**config.mk**
```make
export PLATFORM = sky130hd
export DESIGN_NAME = io_fifo_bridge
export DESIGN_NICKNAME = d
export VERILOG_FILES = /design/src/rtl/io_fifo_bridge_pkg.sv /design/src/rtl/io_fifo_bridge_sync_fifo.sv /design/src/rtl/io_fifo_bridge.sv
export SDC_FILE = /design/constraint.sdc
export NUM_CORES = 1
export LEC_CHECK = 0
export BUFFER_PORTS_ARGS = -buffer_cell sky130_fd_sc_hd__clkbuf_2
export CAP_MARGIN = 20
export CORE_MARGIN = 4
export CORE_UTILIZATION = 60
export DETAILED_ROUTE_END_ITERATION = 10
export GPL_TIMING_DRIVEN = 0
export PLACE_DENSITY = 0.79
export SETUP_SLACK_MARGIN = 0.5
export SLEW_MARGIN = 40
export SYNTH_ARGS = -nofsm -noshare
export SYNTH_HDL_FRONTEND = slang
export SYNTH_SLANG_ARGS = --single-unit
export TNS_END_PERCENT = 50
```
**constraint.sdc**
```tcl
create_clock -name clock -period 5.92 [get_ports clock]
set_clock_uncertainty 0.05 [all_clocks]
set_input_delay 0.888 -clock clock [delete_from_list [all_inputs] [get_ports clock]]
set_output_delay 0.888 -clock clock [all_outputs]
set_load 0.1 [all_outputs]
```
**src/rtl/io_fifo_bridge_pkg.sv**
```systemverilog
`default_nettype none
// ============================================================================
// Module      : io_fifo_bridge_pkg
// Description : Shared constants for the core I/O FIFO bridge: default bus
//               geometry and controller state encodings.
// Revision    : 1.0 - initial release
// ============================================================================
package io_fifo_bridge_pkg;

    localparam int unsigned c_default_width      = 16;
    localparam int unsigned c_default_depth_log2 = 3;

    // Controller states; a single bit is enough for the two-state handshake.
    localparam logic [0:0] c_st_idle      = 1'b0;
    localparam logic [0:0] c_st_wait_drop = 1'b1;

endpackage : io_fifo_bridge_pkg
`default_nettype wire

```
**src/rtl/io_fifo_bridge_sync_fifo.sv**
```systemverilog
`default_nettype none
// ============================================================================
// Module      : sync_fifo
// Description : Single-clock first-word fall-through FIFO with occupancy count.
//               Push when full and pop when empty are ignored.
// Revision    : 1.0 - initial release
// ============================================================================
module sync_fifo
    import io_fifo_bridge_pkg::*;
#(
    parameter int unsigned WIDTH      = c_default_width,
    parameter int unsigned DEPTH_LOG2 = c_default_depth_log2
) (
    input  logic                  clock,
    input  logic                  reset,
    input  logic                  push,
    input  logic [WIDTH-1:0]      push_data,
    input  logic                  pop,
    output logic [WIDTH-1:0]      head,
    output logic [DEPTH_LOG2:0]   count,
    output logic                  full,
    output logic                  empty
);

    localparam int unsigned         c_depth      = 1 << DEPTH_LOG2;
    localparam logic [DEPTH_LOG2:0] c_full_count = c_depth[DEPTH_LOG2:0];
    localparam logic [DEPTH_LOG2:0] c_count_one  = {{DEPTH_LOG2{1'b0}}, 1'b1};
    localparam logic [DEPTH_LOG2-1:0] c_ptr_one  = {{(DEPTH_LOG2-1){1'b0}}, 1'b1};

    logic [WIDTH-1:0]      r_mem [c_depth];
    logic [DEPTH_LOG2-1:0] r_wr_ptr;
    logic [DEPTH_LOG2-1:0] r_rd_ptr;
    logic [DEPTH_LOG2:0]   r_count;
    logic                  w_do_push;
    logic                  w_do_pop;

    // Full/empty come straight from the registered count, so a pop cannot
    // make room for a push in the same cycle.
    assign full      = (r_count == c_full_count);
    assign empty     = (r_count == '0);
    assign w_do_push = push & ~full;
    assign w_do_pop  = pop & ~empty;
    assign head      = r_mem[r_rd_ptr];
    assign count     = r_count;

    always_ff @(posedge clock) begin
        if (w_do_push) begin
            r_mem[r_wr_ptr] <= push_data;
        end
    end

    always_ff @(posedge clock or negedge reset) begin
        if (!reset) begin
            r_wr_ptr <= '0;
            r_rd_ptr <= '0;
            r_count  <= '0;
        end else begin
            if (w_do_push) begin
                r_wr_ptr <= r_wr_ptr + c_ptr_one;
            end
            if (w_do_pop) begin
                r_rd_ptr <= r_rd_ptr + c_ptr_one;
            end
            case ({w_do_push, w_do_pop})
                2'b10:   r_count <= r_count + c_count_one;
                2'b01:   r_count <= r_count - c_count_one;
                default: r_count <= r_count;
            endcase
        end
    end

endmodule : sync_fifo
`default_nettype wire

```
**src/rtl/io_fifo_bridge.sv**
```systemverilog
`default_nettype none
// ============================================================================
// Module      : io_fifo_bridge
// Description : Core io_read/io_write/ioack endpoint; writes feed a TX FIFO,
//               reads drain an RX FIFO, one ioack pulse per request.
// Revision    : 1.0 - initial release
// ============================================================================
module io_fifo_bridge
    import io_fifo_bridge_pkg::*;
#(
    parameter int unsigned WIDTH      = c_default_width,
    parameter int unsigned DEPTH_LOG2 = c_default_depth_log2
) (
    input  logic                  clock,
    input  logic                  reset,
    input  logic                  io_read,
    input  logic                  io_write,
    input  logic [WIDTH-1:0]      io_data_in,
    output logic [WIDTH-1:0]      io_data_out,
    output logic                  ioack,
    output logic                  tx_valid,
    output logic [WIDTH-1:0]      tx_data,
    input  logic                  tx_ready,
    input  logic                  rx_valid,
    input  logic [WIDTH-1:0]      rx_data,
    output logic                  rx_ready,
    output logic [DEPTH_LOG2:0]   tx_count,
    output logic [DEPTH_LOG2:0]   rx_count
);

    logic [0:0]       r_state;
    logic             r_ioack;
    logic [WIDTH-1:0] r_data_out;

    logic             w_idle;
    logic             w_tx_push;
    logic             w_tx_full;
    logic             w_tx_empty;
    logic             w_rx_pop;
    logic             w_rx_full;
    logic             w_rx_empty;
    logic [WIDTH-1:0] w_rx_head;

    // A simultaneous read and write serves the write; the read waits.
    assign w_idle    = (r_state == c_st_idle);
    assign w_tx_push = w_idle & io_write & ~w_tx_full;
    assign w_rx_pop  = w_idle & ~io_write & io_read & ~w_rx_empty;

    assign tx_valid    = ~w_tx_empty;
    assign rx_ready    = ~w_rx_full;
    assign ioack       = r_ioack;
    assign io_data_out = r_data_out;

    sync_fifo #(
        .WIDTH      (WIDTH),
        .DEPTH_LOG2 (DEPTH_LOG2)
    ) tx_fifo (
        .clock     (clock),
        .reset     (reset),
        .push      (w_tx_push),
        .push_data (io_data_in),
        .pop       (tx_ready),
        .head      (tx_data),
        .count     (tx_count),
        .full      (w_tx_full),
        .empty     (w_tx_empty)
    );

    sync_fifo #(
        .WIDTH      (WIDTH),
        .DEPTH_LOG2 (DEPTH_LOG2)
    ) rx_fifo (
        .clock     (clock),
        .reset     (reset),
        .push      (rx_valid),
        .push_data (rx_data),
        .pop       (w_rx_pop),
        .head      (w_rx_head),
        .count     (rx_count),
        .full      (w_rx_full),
        .empty     (w_rx_empty)
    );

    always_ff @(posedge clock or negedge reset) begin
        if (!reset) begin
            r_state    <= c_st_idle;
            r_ioack    <= 1'b0;
            r_data_out <= '0;
        end else begin
            r_ioack <= 1'b0;
            case (r_state)
                c_st_idle: begin
                    if (w_tx_push) begin
                        r_ioack <= 1'b1;
                        r_state <= c_st_wait_drop;
                    end else if (w_rx_pop) begin
                        r_data_out <= w_rx_head;
                        r_ioack    <= 1'b1;
                        r_state    <= c_st_wait_drop;
                    end
                end
                c_st_wait_drop: begin
                    // Hold here until the core drops its request so a held
                    // level is never served twice.
                    if (!io_read && !io_write) begin
                        r_state <= c_st_idle;
                    end
                end
                default: r_state <= c_st_idle;
            endcase
        end
    end

endmodule : io_fifo_bridge
`default_nettype wire

```
After elaboration in Yosys (flattened, before gate mapping)
Memories as Yosys holds them, arrays and structs flattened. A register that Yosys moved wholly into a read port is not among the register bits.
Cells that the tools add are included.
{"block": "totals", "register_bits": 22, "latch_bits": 0, "mem_bits_rw": 256, "mem_bits_ro": 0, "inputBits": 38, "out_inout_bits": 43, "wordCells": 60, "memories": 2}
{"name": "rx_fifo.r_mem", "words": 8, "word_bits": 16, "rd": 1, "rd_ports_with_merged_regs": 1, "wr": 1, "line_no": "io_fifo_bridge_sync_fifo.sv:30", "source": "logic [WIDTH-1:0] r_mem [c_depth];"}
{"name": "tx_fifo.r_mem", "words": 8, "word_bits": 16, "rd": 1, "rd_ports_with_merged_regs": 0, "wr": 1, "line_no": "io_fifo_bridge_sync_fifo.sv:30"}
{"block": "classes", "add_sub_neg": 8, "n_mul": 0, "div": 0, "magnitude_cmp": 0, "n_eq_ne": 6, "n_shift": 0, "muxes": 11, "bitwise": 16, "n_reduce_logical": 9}
{"operator": "4-bit case mux with 2 select lines", "count": 2}
{"operator": "3-bit by 1-bit adder with 3-bit output (second input constant)", "count": 4}
{"operator": "1-bit bitwise AND", "count": 9}
{"operator": "4-bit by 1-bit adder with 4-bit output (second input constant)", "count": 2}
{"operator": "4-bit equality test (second input constant)", "count": 2}
{"operator": "4-bit logical NOT", "count": 2}
{"operator": "1-bit 2-to-1 mux", "count": 8}
{"operator": "4-bit by 1-bit subtractor with 4-bit output (second input constant)", "count": 2}
{"operator": "1-bit inverter", "count": 7}
{"operator": "2-bit by 1-bit equality test with 1-bit output (second input constant)", "count": 2}
{"operator": "2-bit equality test (second input constant)", "count": 2}
{"operator": "2-bit nonzero test", "count": 2}
{"operator": "1-bit logical NOT", "count": 3}
{"operator": "3-bit AND reduction", "count": 1}
{"operator": "1-bit case mux with 2 select lines", "count": 1}
{"operator": "1-bit logical AND", "count": 1}

Logic depth before layout (Yosys ltp)
Gate-level depths: netlist of the first run.
{"block": "logic_depth", "ltp_word": 7, "mapped_depth": 11, "depth_no_buf": 10}

Cells and area by module
Synthesis of the first run repeated with hierarchy kept, for this count alone.
{"block": "hier_totals", "hier_cells": 550, "area_unflattened_um2": 11835.1}
{"mod": "sync_fifo", "n_inst": 2, "cells_each": 253, "area_per_inst_um2": 5556.6, "seq_area_each_um2": 4093.9}
{"mod": "io_fifo_bridge", "n_inst": 1, "cells_each": 44, "area_per_inst_um2": 721.9, "seq_area_each_um2": 450.4}

Worst setup path after synthesis of the first run
OpenSTA, ideal clock, no wires.
{"block": "synth_timing", "path_type": "register to register", "start": "register rx_fifo.r_count[0], in the netlist rx_fifo.count[0]", "end": "memory rx_fifo.r_mem[0][0] in the netlist's numbering, enable pin", "setup_time_ns": 0.431, "t_arrival_ns": 3.826, "t_required_ns": 5.439, "path_slack_ns": 1.613, "path_stages_with_launch": 5, "path_buffers": 0, "synth_period_minus_slack_ns": 4.307, "path_cell_list": "dfrtp_1 nor3_1 nand2_1 nand2_1 nor4_1"}
{"block": "synth_via", "elab_chain_cells": 5}
{"element": "from (decl)", "line_no": "io_fifo_bridge_sync_fifo.sv:33", "source": "logic [DEPTH_LOG2:0] r_count;"}
{"element": "from (signal assigned)", "line_no": "io_fifo_bridge_sync_fifo.sv:65", "source": "2'b10: r_count <= r_count + c_count_one;"}
{"element": "from (signal assigned)", "line_no": "io_fifo_bridge_sync_fifo.sv:66", "source": "2'b01: r_count <= r_count - c_count_one;"}
{"element": "from (signal assigned)", "line_no": "io_fifo_bridge_sync_fifo.sv:67", "source": "default: r_count <= r_count;"}
{"element": "4-bit equality test", "line_no": "io_fifo_bridge_sync_fifo.sv:39", "source": "assign full = (r_count == c_full_count);"}
{"element": "1-bit inverter"}
{"element": "named net rx_ready", "line_no": "io_fifo_bridge.sv:26", "source": "output logic rx_ready,"}
{"element": "1-bit bitwise AND", "line_no": "io_fifo_bridge_sync_fifo.sv:41", "source": "assign w_do_push = push & ~full;"}
{"element": "1-bit 2-to-1 mux", "line_no": "io_fifo_bridge_sync_fifo.sv:47", "source": "if (w_do_push) begin"}
{"element": "1-bit 2-to-1 mux (not written as such)", "line_no": "io_fifo_bridge_sync_fifo.sv:48", "source": "r_mem[r_wr_ptr] <= push_data;"}
{"element": "to (decl)", "line_no": "io_fifo_bridge_sync_fifo.sv:30"}
The timed path passes the listed nets, and every way through them passes these cells.

Worst setup path in the final report of the first run
{"block": "layout_timing", "start": "register tx_fifo.r_rd_ptr[1]", "end": "output tx_data[12]"}
{"block": "layout_via", "elab_chain_cells": 1}
{"element": "from (decl)", "line_no": "io_fifo_bridge_sync_fifo.sv:32", "source": "logic [DEPTH_LOG2-1:0] r_rd_ptr;"}
{"element": "from (signal assigned)", "line_no": "io_fifo_bridge_sync_fifo.sv:62", "source": "r_rd_ptr <= r_rd_ptr + c_ptr_one;"}
{"element": "memory read 8 x 16 bit"}
{"element": "to (decl)", "line_no": "io_fifo_bridge.sv:22", "source": "output logic [WIDTH-1:0] tx_data,"}
Every way passes these cells.

==> results of run 1 <==
==> cells by family after synthesis <==
kind of cell               Yosys count
DFF                                294
muxes                              100
and+or+nand+nor                     74
buffers and inverters               35
AOI/OAI and AO/OA                   26
xor gates and xnor gates            15
adders and majority gates           11
==> layout by cell type, fill, tap and decap left out, types with 17 or more instances in the layout <==
cell type / count
sky130_fd_sc_hd__dfrtp_1: 38
sky130_fd_sc_hd__mux4_2: 64
sky130_fd_sc_hd__mux2_2: 19
sky130_fd_sc_hd__clkbuf_2: 80
sky130_fd_sc_hd__mux2i_1: 17
sky130_fd_sc_hd__buf_4: 20
sky130_fd_sc_hd__nand2_1: 34
sky130_fd_sc_hd__edfxtp_1: 256
sky130_fd_sc_hd__clkbuf_16: 29
sky130_fd_sc_hd__buf_2: 29
==> area by class of cell <==
class / instances / area, um^2
Sequential cell: 294 / 8640
Fill cell: 1122 / 5300
Multi-Input combinational cell: 226 / 2750
Clock buffer: 38 / 779
Timing Repair Buffer: 118 / 671
Tap cell: 234 / 293
Buffer: 27 / 158
Clock inverter: 14 / 144
Inverter: 8 / 30.0
==> worst max-delay path, delay by kind of cell (launching register included) <==
kind	cells	cell delay, ns
multiplexers	2	0.70
buffers and inverters	3	1.28
flip-flops	1	0.34
==> sequential cells by signal (all words and copies together) (netlist names) <==
signal and cells:
rx_fifo.r_mem 128, tx_fifo.count 4, tx_fifo.r_mem 128, ioack 1, rx_fifo.count 4, r_state 1, rx_fifo.r_rd_ptr 3, tx_fifo.r_rd_ptr 3
tx_fifo.r_wr_ptr 3, rx_fifo.r_wr_ptr 3, io_data_out 16
==> stage by stage <==
| stage | utilization | worst slack (ns) | cells |
|---|---|---|---|
| finish | 0.718 | 2.13 | 959 |
| global route | 0.718 | 2.01 | 959 |
| CTS | 0.718 | 2.09 | 959 |
| detailed placement | 0.668 | 2.59 | 907 |
| global placement | 0.649 | 0.218 | 869 |
| floorplan | - | 1.61 | 555 |
==> per-layer routing <==
| layer | vias to the layer above | wire [um] |
|---|---|---|
| met5 | - | 0 |
| met4 | 0 | 402 |
| met3 | 34 | 1240 |
| met2 | 153 | 12300 |
| met1 | 3003 | 8880 |
| li1 | 2535 | - |
==> final timing paths <==
check	end	cells after the start
worst max-delay path	tx_data[12]	5
worst min-delay path	rx_fifo.count[2]	1
worst max register to register	tx_fifo.r_mem[4][5]	7
worst min register to register	io_data_out[6]	2
max in group asynchronous	io_data_out[10]	1
min in group clock	io_data_out[6]	2
==> power by group through the flow <==
stage / clock network [uW] / logic (uW) / registers [uW]
2_1_floorplan: 0 / 1900 / 3310
3_3_place_gp: 0 / 2950 / 2750
3_5_place_dp: 0 / 3080 / 2770
4_1_cts: 1810 / 3100 / 2730
5_1_grt: 1910 / 3230 / 2760
6_report: 1790 / 3060 / 2730
==> flow_results.org, run 1 <==
** Timing
- Of the available clock period, the critical path in the final layout requires 0.641.
- Setup total negative slack on the finished layout was measured at 0 ns.
- The number of max-slew violations in the final report came to 0.
- Max-slew headroom :: 0.490
- Number of endpoints with negative hold slack in the final report :: 0
- Setup violations remaining at the end of the flow were counted as 0.
- Worst-Margin Slew :: 0.764 ns
- The clock period could shrink to 3.79 ns.
- Setup repair after global routing left no endpoint under its margin.
- Timing would allow up to 0.264 GHz.
- Final hold analysis gives a worst-case slack of 0.321 ns.

** Logic synthesis
- Syn Area/Cell :: 20.7 um^2
- Top cells by instance count after synthesis :: sky130_fd_sc_hd__edfxtp_1, sky130_fd_sc_hd__mux4_2, sky130_fd_sc_hd__dfrtp_1, sky130_fd_sc_hd__nand2_1, sky130_fd_sc_hd__mux2_2
- Synthesized-area fraction occupied by ao, oa, aoi and oai cells :: 0.0154
- Parity-gate share of the synthesized area counting xor and xnor cells :: 0.0121
- In this run, synthesis inferred 256 flip-flops with an integrated enable.
- After synthesis, the largest family of logic cells by area is multiplexers.
- For this run, the number of Yosys warnings is 0.
- Distinct cells, synth :: 40
- For this run, the leading register cell type out of synthesis is sky130_fd_sc_hd__edfxtp_1.
- Post-synthesis instance total :: 555
- Mux share of post-synthesis cell area :: 0.159
- After synthesis, the share of flip-flops with an asynchronous set or reset is 0.129.
- The largest total area in the synthesized netlist belongs to sky130_fd_sc_hd__edfxtp_1.
- Of the total synthesized cell area, the portion taken by AND, OR, NAND and NOR gates is 0.0325.
- Register area share after synthesis :: 0.752
- Portion of synthesized cell area occupied by the leading cell type :: 0.669
- Top area cells in the synthesized netlist :: sky130_fd_sc_hd__edfxtp_1, sky130_fd_sc_hd__mux4_2, sky130_fd_sc_hd__dfrtp_1, sky130_fd_sc_hd__mux2_2, sky130_fd_sc_hd__mux2i_1
- After synthesis the netlist holds a flip-flop and latch count of 294.
- Of the total synthesized cell area, the portion taken by full adders, half adders and majority gates is 0.0126.
- Counting every net in the synthesized netlist gives 604.
- Syn Std Cell Area :: 11,500 um^2
- Most repeated cell in the gate-level netlist after synthesis :: sky130_fd_sc_hd__edfxtp_1

** Hold path
- The worst hold path belongs to the class in2async.

** Finish
- Share of cells above drive strength 1 :: 0.396
- Post-layout net count :: 753
- Antenna diode count :: 0
- With fillers left out, the area of the finished cells amounts to 13,500 um^2.
- Post-synthesis to final-layout area growth :: 17.3%

** GRT
- The first global-routing pass estimated 35,900 um of wire.
- Entering global routing, the biggest net connects 39 pins.
- The initial antenna violation count came to 0.
- Total overflow reported by the global router :: 0
- Met2 demand-to-capacity share in global routing :: 0.384
- Global routing usage on met3 :: 0.0397
- Total routing usage reported by global routing :: 0.219
- In this run the most used layer during global routing was met2.
- Met1 track demand over resource in global routing :: 0.292
- The via count of the first global-routing pass is 6,112.

** Route
- The final layout contains routed wiring with a total length of 22,800 um.
- DRC :: 0
- Dividing the detail-routed wire length by the instance count gives 23.8 um.
- Detailed Routing Iterations Pass 1 :: 5
- In this run the remaining antenna-violating nets after routing total 0.
- Number of vias after detailed routing :: 5,725
- Number of vias per cell after detailed routing :: 5.97
- Iteration-0 DRC count of the detailed router :: 520

** Die
- Width of the die :: 146 um
- Initial standard-cell utilization of the core :: 0.612
- Core region area :: 18,800 um^2
- Floorplan die height :: 146 um
- Rows :: 50
- The die covers 21,400 um^2.
- In this run the count of I/O pins placed on the die edge is 81.

** Clocking
- After clock tree synthesis, the clock-pin slew on the worst setup and hold paths is 0.06 ns.
- Sinks on the clock net :: 294
- In this run the deepest clock path goes through 3 buffers.
- Hold repair after CTS inserted 0 buffers.
- CTS tree :: built
- After clock tree synthesis, the setup repair step added 0 buffers.
- Gates resized during post-CTS repair numbered 0.
- Clock tree synthesis inserted a total of 29 buffers.
- Clock tree root buffer cell :: sky130_fd_sc_hd__clkbuf_16
- Worst-Skew Late Latency :: 0.54 ns
- CTS built an H-tree with a depth of 1.

** Worst setup path
- Beginning of the critical path :: tx_fifo.r_rd_ptr[1]
- Longest individual stage delay on the worst path :: 0.59 ns
- R2r startpoint :: tx_fifo.count[1]
- The critical path goes through buf_1, clkbuf_1, mux4_2, mux2_2, clkbuf_2.
- Critical Path Start Type :: flip-flop
- Of all nets on the critical path, the largest fanout is 10.
- Data on the critical path is required at its endpoint by 4.98 ns.
- Critical path arrival :: 2.86 ns
- Class of the most critical setup path :: reg2out
- Cell type of the slowest stage on the worst timing path :: sky130_fd_sc_hd__clkbuf_1
- Reg2Reg Setup Slack :: 3.11 ns
- The worst setup path is captured at a primary output.

** Placement
- Placer congestion estimate :: 0.736
- DP HPWL :: 15,000 um
- The placed instances occupy a cell area of 12,500 um^2.
- During placement, the flow inserted port buffers numbering 80.

** Outcome
- Result of the run :: complete, no violations

** Power and ir drop
- Leak pwr :: 0.00481 uW
- Of the total power, registers draw 0.360.
- Power per cell area :: 563 nW/um^2
- Total Power :: 7580 uW
- Worst VDD drop :: 0.000400 V
- Clock share of power :: 0.236
- The share of total power dissipated in combinational logic is 0.404.
- Internal power comes to 4510 uW.
- Switching fraction of total power :: 0.405
- The analysis attributes to net switching a power of 3070 uW.

** Flow run
- Across the run, the number of max-cap violations was 0.
Note: power is estimated with default switching activity, not from simulation.
==> run 2, diff against run 1 <==
CORE_UTILIZATION = 54   (was 60)
PLACE_DENSITY = 0.75   (was 0.79)
clock period = 3.1 ns   (was 5.92 ns; I/O delays follow)
==> run 2 against run 1 <==
Against the previous run:
- first-iteration DRC count is 13% lower
- power increased by 110%
- sequential power is 95% higher
- clock power is 91% higher
- sequential share of layout area shrank 3.0 points
- routed wire length grew 6.2%
- design area increased by 5.1%
- sequential cell count unchanged
- critical path depth is the same
- non-clock buffer count shrank 8
- register-to-register slack lost 2.5 ns
- critical path type unchanged
- highest routed layer unchanged
==> flow_results.org, run 2 (same netlist as run 1, synthesis figures left out) <==
** Worst setup path
- The critical path data required time was 2.58 ns (-2.40 ns).
- R2r startpoint :: tx_fifo.count[1]
- The worst setup path is launched from a flip-flop.
- Critical path arrival :: 2.27 ns (-0.59 ns)
- Tracing the worst setup path back leads to its startpoint at tx_fifo.r_rd_ptr[0].
- Capture point of the worst reg-to-reg path :: tx_fifo.count[2]
- The reg-to-reg setup timing slack came to 0.58 ns (-2.53 ns).
- The critical-path maximum fanout was 8 (-2).
- The critical path in this run is classified as reg2out.
- Number of cells traversed by the worst register-to-register path :: 11 (+4)
- Critical Path Sink Type :: primary output

** Route
- Total routed wirelength :: 24,200 um (+6.2%)
- The detailed-route via count was 5,810 (+1.5%).
- Iteration-0 DRC count of the detailed router :: 450 (-13%)
- Number of vias per cell after detailed routing :: 5.87 (-1.7%)
- The first-pass detailed-route iteration total came to 5 (unchanged).
- The average detailed-routed wire length per instance came to 24.4 um (+2.8%).
- The number of antenna-violating nets in the routed design was 0 (unchanged).
- The post-detailed-route DRC marker count was 0 (unchanged).

** GRT
- The total global-route track usage was 0.208 (-0.0109).
- The total global routing overflow came to 0 (unchanged).
- Pin count of the biggest net entering global routing :: 39 (unchanged)
- Number of antenna violations at the first check in global routing :: 0 (unchanged)
- Vias in the first global route :: 6,144 (+0.52%)
- The global-route wire length before repair came to 37,400 um (+4.3%).

** Placement
- Pre-CTS setup slack :: 0.162 ns (-2.43 ns)
- DP HPWL :: 15,200 um (+0.95%)
- The number of input and output port buffers inserted came to 80 (unchanged).
- The weighted congestion at the end of routability-driven global placement came to 0.753 (+2.3%).
- The post-detailed-placement cell area came to 12,700 um^2 (+1.6%).

** Clocking
- Reg clk slew, reported paths :: 0.06 ns (about the same)
- Buffer levels on the longest clock path :: 3 (unchanged)
- H-Tree Level Count :: 1 (unchanged)
- CTS tree :: built
- Worst-Skew Late Latency :: 0.53 ns (about the same)
- Clock buffer count from CTS :: 28 (-3.4%)
- Clock tree root buffer cell :: sky130_fd_sc_hd__clkbuf_16
- The clock sink count was 294 (unchanged).

** Finish
- Fin util :: 0.676 (-0.0419)
- The share of post-route cells with drive strength above 1 came to 0.425 (+0.0293).
- The antenna cell count is 0 (unchanged).
- Post-layout net count :: 744 (-1.2%)
- Leaving out fill and tap cells, the most frequent cell in the layout is sky130_fd_sc_hd__edfxtp_1.
- Area of the multi-input gates :: 2960 um^2 (+7.5%)
- Commonest cells after routing, fill and taps aside :: sky130_fd_sc_hd__edfxtp_1, sky130_fd_sc_hd__mux4_2, sky130_fd_sc_hd__clkbuf_2
- Post-synthesis to final-layout area growth :: 23.3%
- The area of all placed cells without fillers was 14,200 um^2 (+5.1%).
- The number of filler cells placed in the layout was 1,352 (+20%).
- Combined flip-flop and latch cell area :: 8660 um^2 (+0.26%)

** Die
- The I/O pin count came to 81 (unchanged).
- The row count is 53 (+6.0%).
- Initial standard-cell utilization of the core :: 0.548 (-0.0639)
- The die height was 154 um (+5.1%).
- The total die area was 23,700 um^2 (+10%).
- The width of the chip was 154 um (+5.1%).
- Core region area :: 21,000 um^2 (+12%)

** Power and ir drop
- The total power density per cell area was 1110 nW/um^2 (+96%).
- Total Power :: 15,700 uW (+110%)
- Worst VDD drop :: 0.000672 V (+68%)
- The static leakage came to 0.00501 uW (+4.3%).

** Timing
- Count of final setup violators :: 0 (unchanged)
- Maximum frequency from static timing analysis :: 0.359 GHz
- Clock period minus worst slack :: 2.79 ns
- Ratio of final minimum period to clock period :: 0.898
- The slew of the pin with the lowest slew margin was 0.720 ns (-0.0444 ns).
- Number of endpoints with negative hold slack in the final report :: 0 (unchanged)
- The worst slew margin relative to its limit is 0.520 (+0.0296).
- Post-route setup slack :: 0.315 ns (-1.81 ns)
- Number of max-slew violations in the final report :: 0 (unchanged)
- Setup repair after global routing could not meet its margin everywhere.

** Hold path
- The path with the worst hold slack has its endpoint at r_state.
- Type of the worst min-delay path :: in2reg
- The startpoint identified for the worst hold timing path is io_read.
- The worst hold path was traced through 3 stages.

** Outcome
- Result of the run :: complete, no violations

** Flow run
- The total of max-cap violations was 0 (unchanged).
-- run 2: critical path, cell delays in order, from the launching register on --
cell                        delay [ns]
sky130_fd_sc_hd__dfrtp_1          0.37
sky130_fd_sc_hd__buf_8            0.18
sky130_fd_sc_hd__buf_12           0.14
sky130_fd_sc_hd__mux4_2           0.54
sky130_fd_sc_hd__mux2_4           0.30
sky130_fd_sc_hd__clkbuf_16        0.20
-- run 2: per-layer routing --
layer / track usage / share of wire
met1: 0.261 / 0.37
met2: 0.377 / 0.56
met3: 0.0346 / 0.051
met4: 0.0585 / 0.027
met5: 0 / 0
-- run 2: power by group --
group	total [uW]	switching, uW	internal (uW)
sequential	5310	383	4930
combinational	6930	4370	2550
clock	3420	1400	2020
total	15700	6150	9500
-- run 2: how the worst max path moves through the flow --
stage	endpoint	slack [ns]	depth (start not counted)
3_5_place_dp	tx_data[12]	0.16	5
2_1_floorplan	tx_fifo.count[2]	0.34	11
6_report	tx_data[10]	0.31	5
4_1_cts	tx_data[10]	0.27	5
3_3_place_gp	tx_fifo.r_mem[6][8]	-0.03	5
5_1_grt	tx_data[10]	0.26	5
-- run 2: cell type report --
| class | instances | share of cell area |
|---|---|---|
| Tap cell | 275 | 0.0243 |
| Inverter | 8 | 0.00221 |
| Clock inverter | 19 | 0.0132 |
| Buffer | 27 | 0.0167 |
| Multi-Input combinational cell | 226 | 0.209 |
| Clock buffer | 31 | 0.0518 |
| Timing Repair Buffer | 110 | 0.0710 |
| Sequential cell | 294 | 0.612 |
-- run 2: through the flow --
| step | std cells | hold slack [ns] | TNS, ns |
|---|---|---|---|
| after CTS | 983 | 0.137 | 0 |
| after global routing | 990 | 0.155 | 0 |
| after detailed placement | 931 | 0.421 | 0 |
| after floorplan | 555 | 0.119 | 0 |
| final | 990 | 0.154 | 0 |
| after global placement | 910 | 0.423 | -0.512 |
-- run 2: what timing repair did --
item / in CTS / in global routing
gates cloned: 0 / 3
endpoints found under the hold margin: 38 / 0
endpoints found under the setup margin: 18 / 27
buffers inserted: 1 / 4
resized for setup: 58 / 26
hold buffers: 1 / 0
pin swaps: 0 / 1
